===== config.mk =====
export PLATFORM = sky130hd
export DESIGN_NAME = morse_key_decoder
export DESIGN_NICKNAME = d
export VERILOG_FILES = /design/src/rtl/morse_pkg.sv /design/src/rtl/morse_key_decoder_key_sync_edge.sv /design/src/rtl/morse_key_decoder.sv
export SDC_FILE = /design/constraint.sdc
export NUM_CORES = 1
export LEC_CHECK = 0
export CAP_MARGIN = 20
export CORE_MARGIN = 8
export CORE_UTILIZATION = 45
export DETAILED_ROUTE_END_ITERATION = 8
export PLACE_DENSITY = 0.7
export SLEW_MARGIN = 40
export SYNTH_ARGS = -nofsm -noshare
export SYNTH_HDL_FRONTEND = slang
export SYNTH_SLANG_ARGS = --single-unit

===== constraint.sdc =====
create_clock -name clk -period 3.2 [get_ports clk]
set_clock_uncertainty 0.1 [all_clocks]
set_input_delay 0.96 -clock clk [delete_from_list [all_inputs] [get_ports clk]]
set_output_delay 0.96 -clock clk [all_outputs]
set_load 0.1 [all_outputs]

===== src/rtl/morse_pkg.sv =====
// Shared types, symbol constants and the digit decode table for the Morse key decoder.
package morse_pkg;

   typedef enum logic [1:0] {
      IDLE   = 2'd0,
      PRESS  = 2'd1,
      GAP    = 2'd2,
      DECODE = 2'd3
   } state_t;

   localparam logic DOT  = 1'b0;
   localparam logic DASH = 1'b1;

   localparam int unsigned SYMS_PER_DIGIT = 5;
   localparam int unsigned SYM_CNT_W      = 3;
   localparam int unsigned DIGIT_W        = 4;

   // Maps a 5-symbol pattern (first symbol in the MSB) to {valid, digit}.
   function automatic logic [DIGIT_W:0] decode_digit(input logic [SYMS_PER_DIGIT-1:0] pat);
      logic [DIGIT_W:0] res;
      case (pat)
         5'b01111: res = {1'b1, 4'd1};
         5'b00111: res = {1'b1, 4'd2};
         5'b00011: res = {1'b1, 4'd3};
         5'b00001: res = {1'b1, 4'd4};
         5'b00000: res = {1'b1, 4'd5};
         5'b10000: res = {1'b1, 4'd6};
         5'b11000: res = {1'b1, 4'd7};
         5'b11100: res = {1'b1, 4'd8};
         5'b11110: res = {1'b1, 4'd9};
         5'b11111: res = {1'b1, 4'd0};
         default:  res = {1'b0, 4'd0};
      endcase
      return res;
   endfunction

endpackage


===== src/rtl/morse_key_decoder_key_sync_edge.sv =====
// Two-flop synchroniser for the raw key plus single-cycle rise/fall flags.
module key_sync_edge (
   input  logic clk,
   input  logic rst,
   input  logic key_in,
   output logic rise_c,
   output logic fall_c
);

   logic key_meta;
   logic key_s;
   logic key_d;

   always_ff @(posedge clk or posedge rst) begin
      if (rst) begin
         key_meta <= 1'b0;
         key_s    <= 1'b0;
         key_d    <= 1'b0;
      end else begin
         key_meta <= key_in;
         key_s    <= key_meta;
         key_d    <= key_s;
      end
   end

   // Edge flags are combinational so the FSM reacts in the same cycle key_s changes.
   assign rise_c = key_s & ~key_d;
   assign fall_c = ~key_s & key_d;

endmodule


===== src/rtl/morse_key_decoder.sv =====
// Times Morse key presses into dots/dashes, collects five symbols and decodes a digit.
// Optional gap timeout is enabled by defining MORSE_GAP_TIMEOUT_EN.
module morse_key_decoder
   import morse_pkg::*;
#(
   parameter int unsigned MIN_CYCLES  = 500_000,
   parameter int unsigned DASH_CYCLES = 25_000_000,
   parameter int unsigned GAP_CYCLES  = 150_000_000
) (
   input  logic                      clk,
   input  logic                      rst,
   input  logic                      enable,
   input  logic                      key_in,
   output logic [DIGIT_W-1:0]        user_input,
   output logic                      load,
   output logic                      invalid,
   output logic [SYM_CNT_W-1:0]      sym_count,
   output logic [SYMS_PER_DIGIT-1:0] sym_bits
);

   localparam int unsigned PRESS_W = $clog2(DASH_CYCLES) + 1;

   if (MIN_CYCLES == 0 || MIN_CYCLES >= DASH_CYCLES || GAP_CYCLES == 0) begin : g_param_check
      $error("morse_key_decoder: need 0 < MIN_CYCLES < DASH_CYCLES and GAP_CYCLES > 0");
   end

   logic rise_c;
   logic fall_c;

   key_sync_edge u_key_sync_edge (
      .clk    (clk),
      .rst    (rst),
      .key_in (key_in),
      .rise_c (rise_c),
      .fall_c (fall_c)
   );

   state_t                    state, state_nxt;
   logic [PRESS_W-1:0]        press_cnt, press_cnt_nxt;
   logic [SYMS_PER_DIGIT-1:0] sym_bits_nxt;
   logic [SYM_CNT_W-1:0]      sym_count_nxt;
   logic [SYM_CNT_W-1:0]      sym_count_inc;
   logic [DIGIT_W-1:0]        user_input_nxt;
   logic                      load_nxt;
   logic                      invalid_nxt;
   logic [DIGIT_W:0]          dec;

`ifdef MORSE_GAP_TIMEOUT_EN
   localparam int unsigned GAP_W = $clog2(GAP_CYCLES) + 1;
   logic [GAP_W-1:0] gap_cnt, gap_cnt_nxt;

   always_ff @(posedge clk or posedge rst) begin
      if (rst) gap_cnt <= '0;
      else     gap_cnt <= gap_cnt_nxt;
   end
`endif

   always_ff @(posedge clk or posedge rst) begin
      if (rst) begin
         state      <= IDLE;
         press_cnt  <= '0;
         sym_bits   <= '0;
         sym_count  <= '0;
         user_input <= '0;
         load       <= 1'b0;
         invalid    <= 1'b0;
      end else begin
         state      <= state_nxt;
         press_cnt  <= press_cnt_nxt;
         sym_bits   <= sym_bits_nxt;
         sym_count  <= sym_count_nxt;
         user_input <= user_input_nxt;
         load       <= load_nxt;
         invalid    <= invalid_nxt;
      end
   end

   always_comb begin
      state_nxt      = state;
      press_cnt_nxt  = press_cnt;
      sym_bits_nxt   = sym_bits;
      sym_count_nxt  = sym_count;
      user_input_nxt = user_input;
      load_nxt       = 1'b0;
      invalid_nxt    = 1'b0;
      sym_count_inc  = sym_count + SYM_CNT_W'(1);
      dec            = decode_digit(sym_bits);
`ifdef MORSE_GAP_TIMEOUT_EN
      gap_cnt_nxt    = gap_cnt;
`endif

      if (!enable) begin
         // Controller revoked decoding: abandon any partial entry silently.
         state_nxt     = IDLE;
         press_cnt_nxt = '0;
         sym_bits_nxt  = '0;
         sym_count_nxt = '0;
`ifdef MORSE_GAP_TIMEOUT_EN
         gap_cnt_nxt   = '0;
`endif
      end else begin
         unique case (state)
            IDLE: begin
               sym_bits_nxt  = '0;
               sym_count_nxt = '0;
               if (rise_c) begin
                  state_nxt     = PRESS;
                  press_cnt_nxt = PRESS_W'(1);
               end
            end

            PRESS: begin
               if (press_cnt < PRESS_W'(DASH_CYCLES)) press_cnt_nxt = press_cnt + PRESS_W'(1);
`ifdef MORSE_GAP_TIMEOUT_EN
               gap_cnt_nxt = '0;
`endif
               if (fall_c) begin
                  if (press_cnt < PRESS_W'(MIN_CYCLES)) begin
                     state_nxt = (sym_count == '0) ? IDLE : GAP;
                  end else begin
                     sym_bits_nxt  = {sym_bits[SYMS_PER_DIGIT-2:0],
                                      (press_cnt >= PRESS_W'(DASH_CYCLES)) ? DASH : DOT};
                     sym_count_nxt = sym_count_inc;
                     state_nxt     = (sym_count_inc == SYM_CNT_W'(SYMS_PER_DIGIT)) ? DECODE : GAP;
                  end
               end
            end

            GAP: begin
               if (rise_c) begin
                  state_nxt     = PRESS;
                  press_cnt_nxt = PRESS_W'(1);
`ifdef MORSE_GAP_TIMEOUT_EN
                  gap_cnt_nxt   = '0;
               end else if (gap_cnt == GAP_W'(GAP_CYCLES - 1)) begin
                  state_nxt     = IDLE;
                  invalid_nxt   = 1'b1;
                  sym_bits_nxt  = '0;
                  sym_count_nxt = '0;
                  gap_cnt_nxt   = '0;
               end else begin
                  gap_cnt_nxt   = gap_cnt + GAP_W'(1);
`endif
               end
            end

            DECODE: begin
               state_nxt     = IDLE;
               sym_bits_nxt  = '0;
               sym_count_nxt = '0;
               if (dec[DIGIT_W]) begin
                  user_input_nxt = dec[DIGIT_W-1:0];
                  load_nxt       = 1'b1;
               end else begin
                  invalid_nxt    = 1'b1;
               end
            end

            default: state_nxt = IDLE;
         endcase
      end
   end

endmodule


-- After elaboration in Yosys (flattened, before gate mapping)
Memories as Yosys holds them, arrays and structs flattened.
Cells that the tools add are included.
- bits in registers: 45
- ROM bits: 160
- input bits: 4
- output and inout bits: 14
- logic and storage cells: 64
- memories: 1
- memory list (memory ; depth ; width ; rd ports ; clocked after memory_dff ; write ports ; RTL line ; text):
    (no name shown) ; 32 ; 5 ; 1 ; 0 ; 0 ; morse_pkg.sv:21 ; case (pat)
- add/sub/neg operators: 2
- order comparisons: 3
- equal/unequal tests: 10
- multiplexer cells: 26
- bitwise logic cells: 4
- reduce and logical (&&, ||, !) cells: 8
- operators with widths (kind ; number):
    $mux W26 ; 3
    $pmux W26 S2 ; 1
    $add A26 B1 Y26 const B ; 1
    $ge A26 B25 Y1 const B ; 1
    $lt A26 B19 Y1 const B ; 1
    $lt A26 B25 Y1 const B ; 1
    $mux W5 ; 3
    $mux W2 ; 5
    $pmux W5 S2 ; 1
    $mux W3 ; 3
    $ne A3 B2 Y1 const B ; 3
    $ne A3 B3 Y1 const B ; 3
    $reduce_and A3 Y1 ; 3
    $mux W1 ; 8
    $pmux W2 S3 ; 1
    $pmux W3 S2 ; 1
    $eq A2 B2 Y1 const B ; 2
    $reduce_or A2 Y1 ; 2
    $add A3 B1 Y3 const B ; 1
    $eq A3 B3 Y1 const B ; 1
    $logic_not A3 Y1 ; 1
    $and A1 B1 Y1 ; 2
    $eq A2 B1 Y1 const B ; 1
    $logic_not A2 Y1 ; 1
    2 further kinds ; 3

-- Longest topological paths before layout
- depth in word-level cells: 7
- mapped depth: 9
- mapped depth without buffers: 7

-- Modules after synthesis
From an unflattened synthesis, not the netlist that was laid out.
- cells, all modules: 306
- area, all modules: 2926.6 um2
- modules (own cells, without submodules) (module ; times used ; cells an instance ; area an instance (um2) ; sequential area each (um2)):
    morse_key_decoder ; 1 ; 300 ; 2832.7 ; 1051.0
    key_sync_edge ; 1 ; 6 ; 93.8 ; 75.1

-- Worst setup path before layout
Ideal clock, no wire load.
- path kind: register to register
- from: register sym_bits[0]
- to: register user_input[0]
- library setup time: 0.125 ns
- data arrival time: 2.270 ns
- data required time: 2.975 ns
- path slack: 0.705 ns
- stages on the path, launching flop included: 6
- buffers on the path: 0
- clock period less this slack: 2.495 ns
- cells stage by stage: dfrtp_1 -> inv_1 -> a211oi_1 -> a311oi_1 -> a211oi_2 -> mux2_2
- cells in the longest elaborated chain, start to end: 2
- RTL lines (item ; RTL line ; text):
    start: declaration ; morse_key_decoder.sv:18 ; output logic [SYMS_PER_DIGIT-1:0] sym_bits
    start signal: assignment ; morse_key_decoder.sv:70 ; sym_bits <= sym_bits_nxt;
    $mem_v2 Z32 W5 * ; - ;
    $reduce_and A3 Y1 (no line) ; - ;
    end signal: assignment ; morse_key_decoder.sv:72 ; user_input <= user_input_nxt;
    end: declaration ; morse_key_decoder.sv:14 ; output logic [DIGIT_W-1:0] user_input,
Mark *: on every way between the ends. The rest lies on a longest branch, timed or not.
A chain may end at the register's enable or synchronous reset.

-- Worst setup path after layout
- from: register state[0]
- to: register sym_count[0]
- cells in the longest elaborated chain, start to end: 4
- elaborated cells between the ends (all ways): 10
- those cells by class: eq/ne (5); mux (2); reduce/logical (3)
- RTL lines (item ; RTL line ; text):
    start: declaration ; morse_key_decoder.sv:38 ; state_t state, state_nxt;
    start signal: assignment ; morse_key_decoder.sv:68 ; state <= state_nxt;
    $eq A2 B2 Y1 or $logic_not A2 Y1 (tied branches) ; morse_key_decoder.sv:102 ; unique case (state)
    $reduce_or A2 Y1 (no line) ; - ;
    $ne A3 B2 Y1 (no line) or $pmux W3 S2 (tied branches) ; - ;
    $reduce_and A3 Y1 (no line) or $mux W3 (tied branches) ; - ;
    end signal: assignment ; morse_key_decoder.sv:71 ; sym_count <= sym_count_nxt;
    end: declaration ; morse_key_decoder.sv:17 ; output logic [SYM_CNT_W-1:0] sym_count,
Parallel ways exist; a longest one is shown, timed or not.

==> summary.md <==
| Metric | Value |
|---|---|
| Synth area leader | `dfrtp_1` |
| CTS Buf Count | `5` |
| CP max FO | `9` |
| Post-synth EDFFs | `0` |
| Number of global-route vias before repair | `2369` |
| Post-Syn Nets | `319` |
| Hold crit path type | `reg -> reg` |
| Post-synth top cells | `dfrtp_1 (45), nand2_1 (25), clkbuf_1 (16), nand3_1 (16), nor2_1 (15)` |
| Final Hold Viols | `0` |
| Vias/cell | `6.388` |
| Cts hold-fix bufs | `0` |
| Maximum VDD drop | `0.0002320 V` |
| Final ANT Viol Nets | `0` |
| DRT Pass-1 Iters | `4` |
| Worst setup SP type | `flip-flop` |
| Total GRT Usage | `15.76%` |
| Synthesized area | `0.002917 sq mm` |
| Cells after Synth | `304` |
| Initial core utilization | `46.20%` |
| Sequential area share after synthesis | `38.61%` |
| Setup Fix Bufs, Post-CTS | `0` |
| Endpoints failing setup | `0` |
| Clk pin slew, worst setup/hold paths | `0.09 ns` |
| Worst setup margin | `0.7384 ns` |
| Die width | `96.51 microns` |
| Top-Level Pins | `18` |
| Die area | `0.009313 sq mm` |
| Largest net degree at the start of global routing | `46` |
| Top_reg_cell synth | `dfrtp_1` |
| Vias post-DR | `2504` |
| Ys async rst share | `100.0%` |
| RSZ-0062 raised after global routing | `false` |
| H-tree levels | `2` |
| Drc violations | `0` |
| GR Overflow Total | `0` |
| IO buf count | `17` |
| Outcome | `finished, final reports clean` |
| Final period util | `76.92%` |
| First-pass GRT wire length | `11740 microns` |
| Post-route minimum period | `2.462 ns` |
| Crit-path cells | `ha_1 > and3_1 > a32o_1 > nor3_2 > mux2_2` |
| Layout cells sized above 1 | `16.51%` |
| Layout Nets | `329` |
| Ranking of synthesized cells by area | `dfrtp_1 (39%), ha_1 (4.7%), nand2_1 (3.2%)` |
| Post-Syn Area per Cell | `9.594 sq um` |
| Slew @ Worst Pin | `0.5963 ns` |
| Core area | `0.006314 sq mm` |
| N_diodes | `0` |
| CTS max path bufs | `2` |
| Total wire length | `6954 microns` |
| Most common cell in the netlist | `dfrtp_1` |
| Final GP Congestion | `0.8376` |
| Power per cell area | `362.5 mW/mm^2` |
| Avg WL per Cell | `17.74 microns` |
| Total clock sinks | `45` |
| Root Buffer | `clkbuf_8` |
| Top-area cell type share of the netlist area | `38.61%` |
| CTS tree | `done` |
| WP data arrival | `2.55 ns` |
| Total negative slack | `0 ns` |
| Post-detail-place hpwl | `4678 microns` |
| DRT iter0 DRCs | `124` |
| Slowest stage delay, CP | `0.51 ns` |
| Max-slew violations | `0` |
| FMAX | `0.4062 GHz` |
| Die H | `96.51 microns` |
| P&R area growth vs syn | `10.30%` |
| Leakage | `1.356 nW` |
| Max-cap violation count | `0` |
| #FFs+latches synth | `45` |
| Place WS | `0.4724 ns` |
| Fillers | `599` |
| Crit path required time | `3.29 ns` |
| Distinct cell type count after synthesis | `60` |
| Rel. slew slack | `60.03%` |
| Warnings, synthesis | `0` |
| CP max stage cell | `nor3_2` |
| Clk_lat worst skew | `0.30 ns` |
| Initial antenna violation count | `0` |
| Std-Cell Rows | `29` |
| Crit path kind | `reg -> reg` |
| CTS resizes | `0` |
| Critical path endpoint category | `flip-flop` |
[layout make-up]
class / instances / area [sq um] / area share (%)
Timing Repair Buffer: 24 / 187.7 / 5.834
Tap cell: 77 / 96.34 / 2.995
Sequential cell: 45 / 1126 / 35.01
Clock inverter: 2 / 37.54 / 1.167
Clock buffer: 6 / 82.58 / 2.567
Inverter: 12 / 45.04 / 1.400
Multi-Input combinational cell: 226 / 1642 / 51.03
[report_power, final]
part,leakage [nW],internal (W),switching (W)
Sequential,0.615,0.000574,0.00000635
Combinational,0.684,0.0000379,0.0000876
Clock,0.0574,0.000254,0.000206
Total,1.36,0.000866,0.000300
[cells by family after synthesis]
group | share of synthesized area [%]
AND/OR/NAND/NOR | 20.55
AO/OA/AOI/OAI | 26.38
flip-flops | 38.61
buffers and inverters | 5.319
multiplexers | 4.119
adder cells (fa/ha/maj) | 4.719
XOR/XNOR | 0.3004
[flip-flops by register name, indices dropped and copies added, names as in the netlist]
register                  flops
u_key_sync_edge.key_s         1
u_key_sync_edge.key_meta      1
invalid                       1
load                          1
state                         2
sym_bits                      5
sym_count                     3
user_input                    4
u_key_sync_edge.key_d         1
press_cnt                    26
[per-layer routing]
metal	GRT usage [%]	vias up	share of wire, %
met2	24.80	54	47
met4	5.044	0	0.75
met3	2.859	4	4.4
met5	0	-	0
li1	-	1211	-
met1	21.35	1235	47
[worst paths after layout]
kind                                     startpoint                    end  slack, ns  cells after the start
hold reg to reg            u_key_sync_edge.key_meta  u_key_sync_edge.key_s       0.27                      0
min in group asynchronous                       rst           press_cnt[4]       1.02                      3
hold / removal             u_key_sync_edge.key_meta  u_key_sync_edge.key_s       0.27                      0
setup / recovery                           state[0]           sym_count[0]       0.74                      5
max in group asynchronous                       rst          press_cnt[18]       1.60                      3
setup reg to reg                           state[0]           sym_count[0]       0.74                      5
[through the flow]
step / instances / power, W / hold slack (ns) / utilization [%] / instance area [sq um]
5_1_grt: 392 / 0.001212 / 0.2733 / 50.95 / 3217
6_report: 392 / 0.001166 / 0.2695 / 50.95 / 3217
2_1_floorplan: 304 / 0.0006812 / 0.2312 / - / 2917
3_5_place_dp: 384 / 0.0007176 / 0.2380 / 49.05 / 3097
4_1_cts: 392 / 0.001179 / 0.2691 / 50.95 / 3217
3_3_place_gp: 384 / 0.0007154 / 0.2479 / 49.05 / 3097
[worst max-delay path: cells and delay by family (launching register included)]
kind	cells	cell delay [ns]
and+or+nand+nor	2	0.75
DFF	1	0.46
AOI/OAI and AO/OA	1	0.25
muxes	1	0.40
adders and majority gates	1	0.38
[placed cells by master, fill, tap and decap left out, types with 4 or more instances in the layout]
| master | n |
|---|---|
| dfrtp_1 | 45 |
| nand2_1 | 25 |
| buf_4 | 21 |
| nand3_1 | 16 |
| nor2_1 | 15 |
| a21oi_1 | 13 |
| inv_1 | 11 |
| ha_1 | 11 |
| o32ai_1 | 10 |
| o311ai_1 | 10 |
| a211oi_1 | 9 |
| mux2_2 | 8 |
| o21ai_0 | 7 |
| and3_1 | 6 |
| nand4_1 | 6 |
| nor3_1 | 6 |
| clkbuf_8 | 6 |
| nor3b_1 | 5 |
| o31ai_1 | 5 |
| a31oi_1 | 5 |
| and2_1 | 4 |
(Power assumes the default switching activity.)
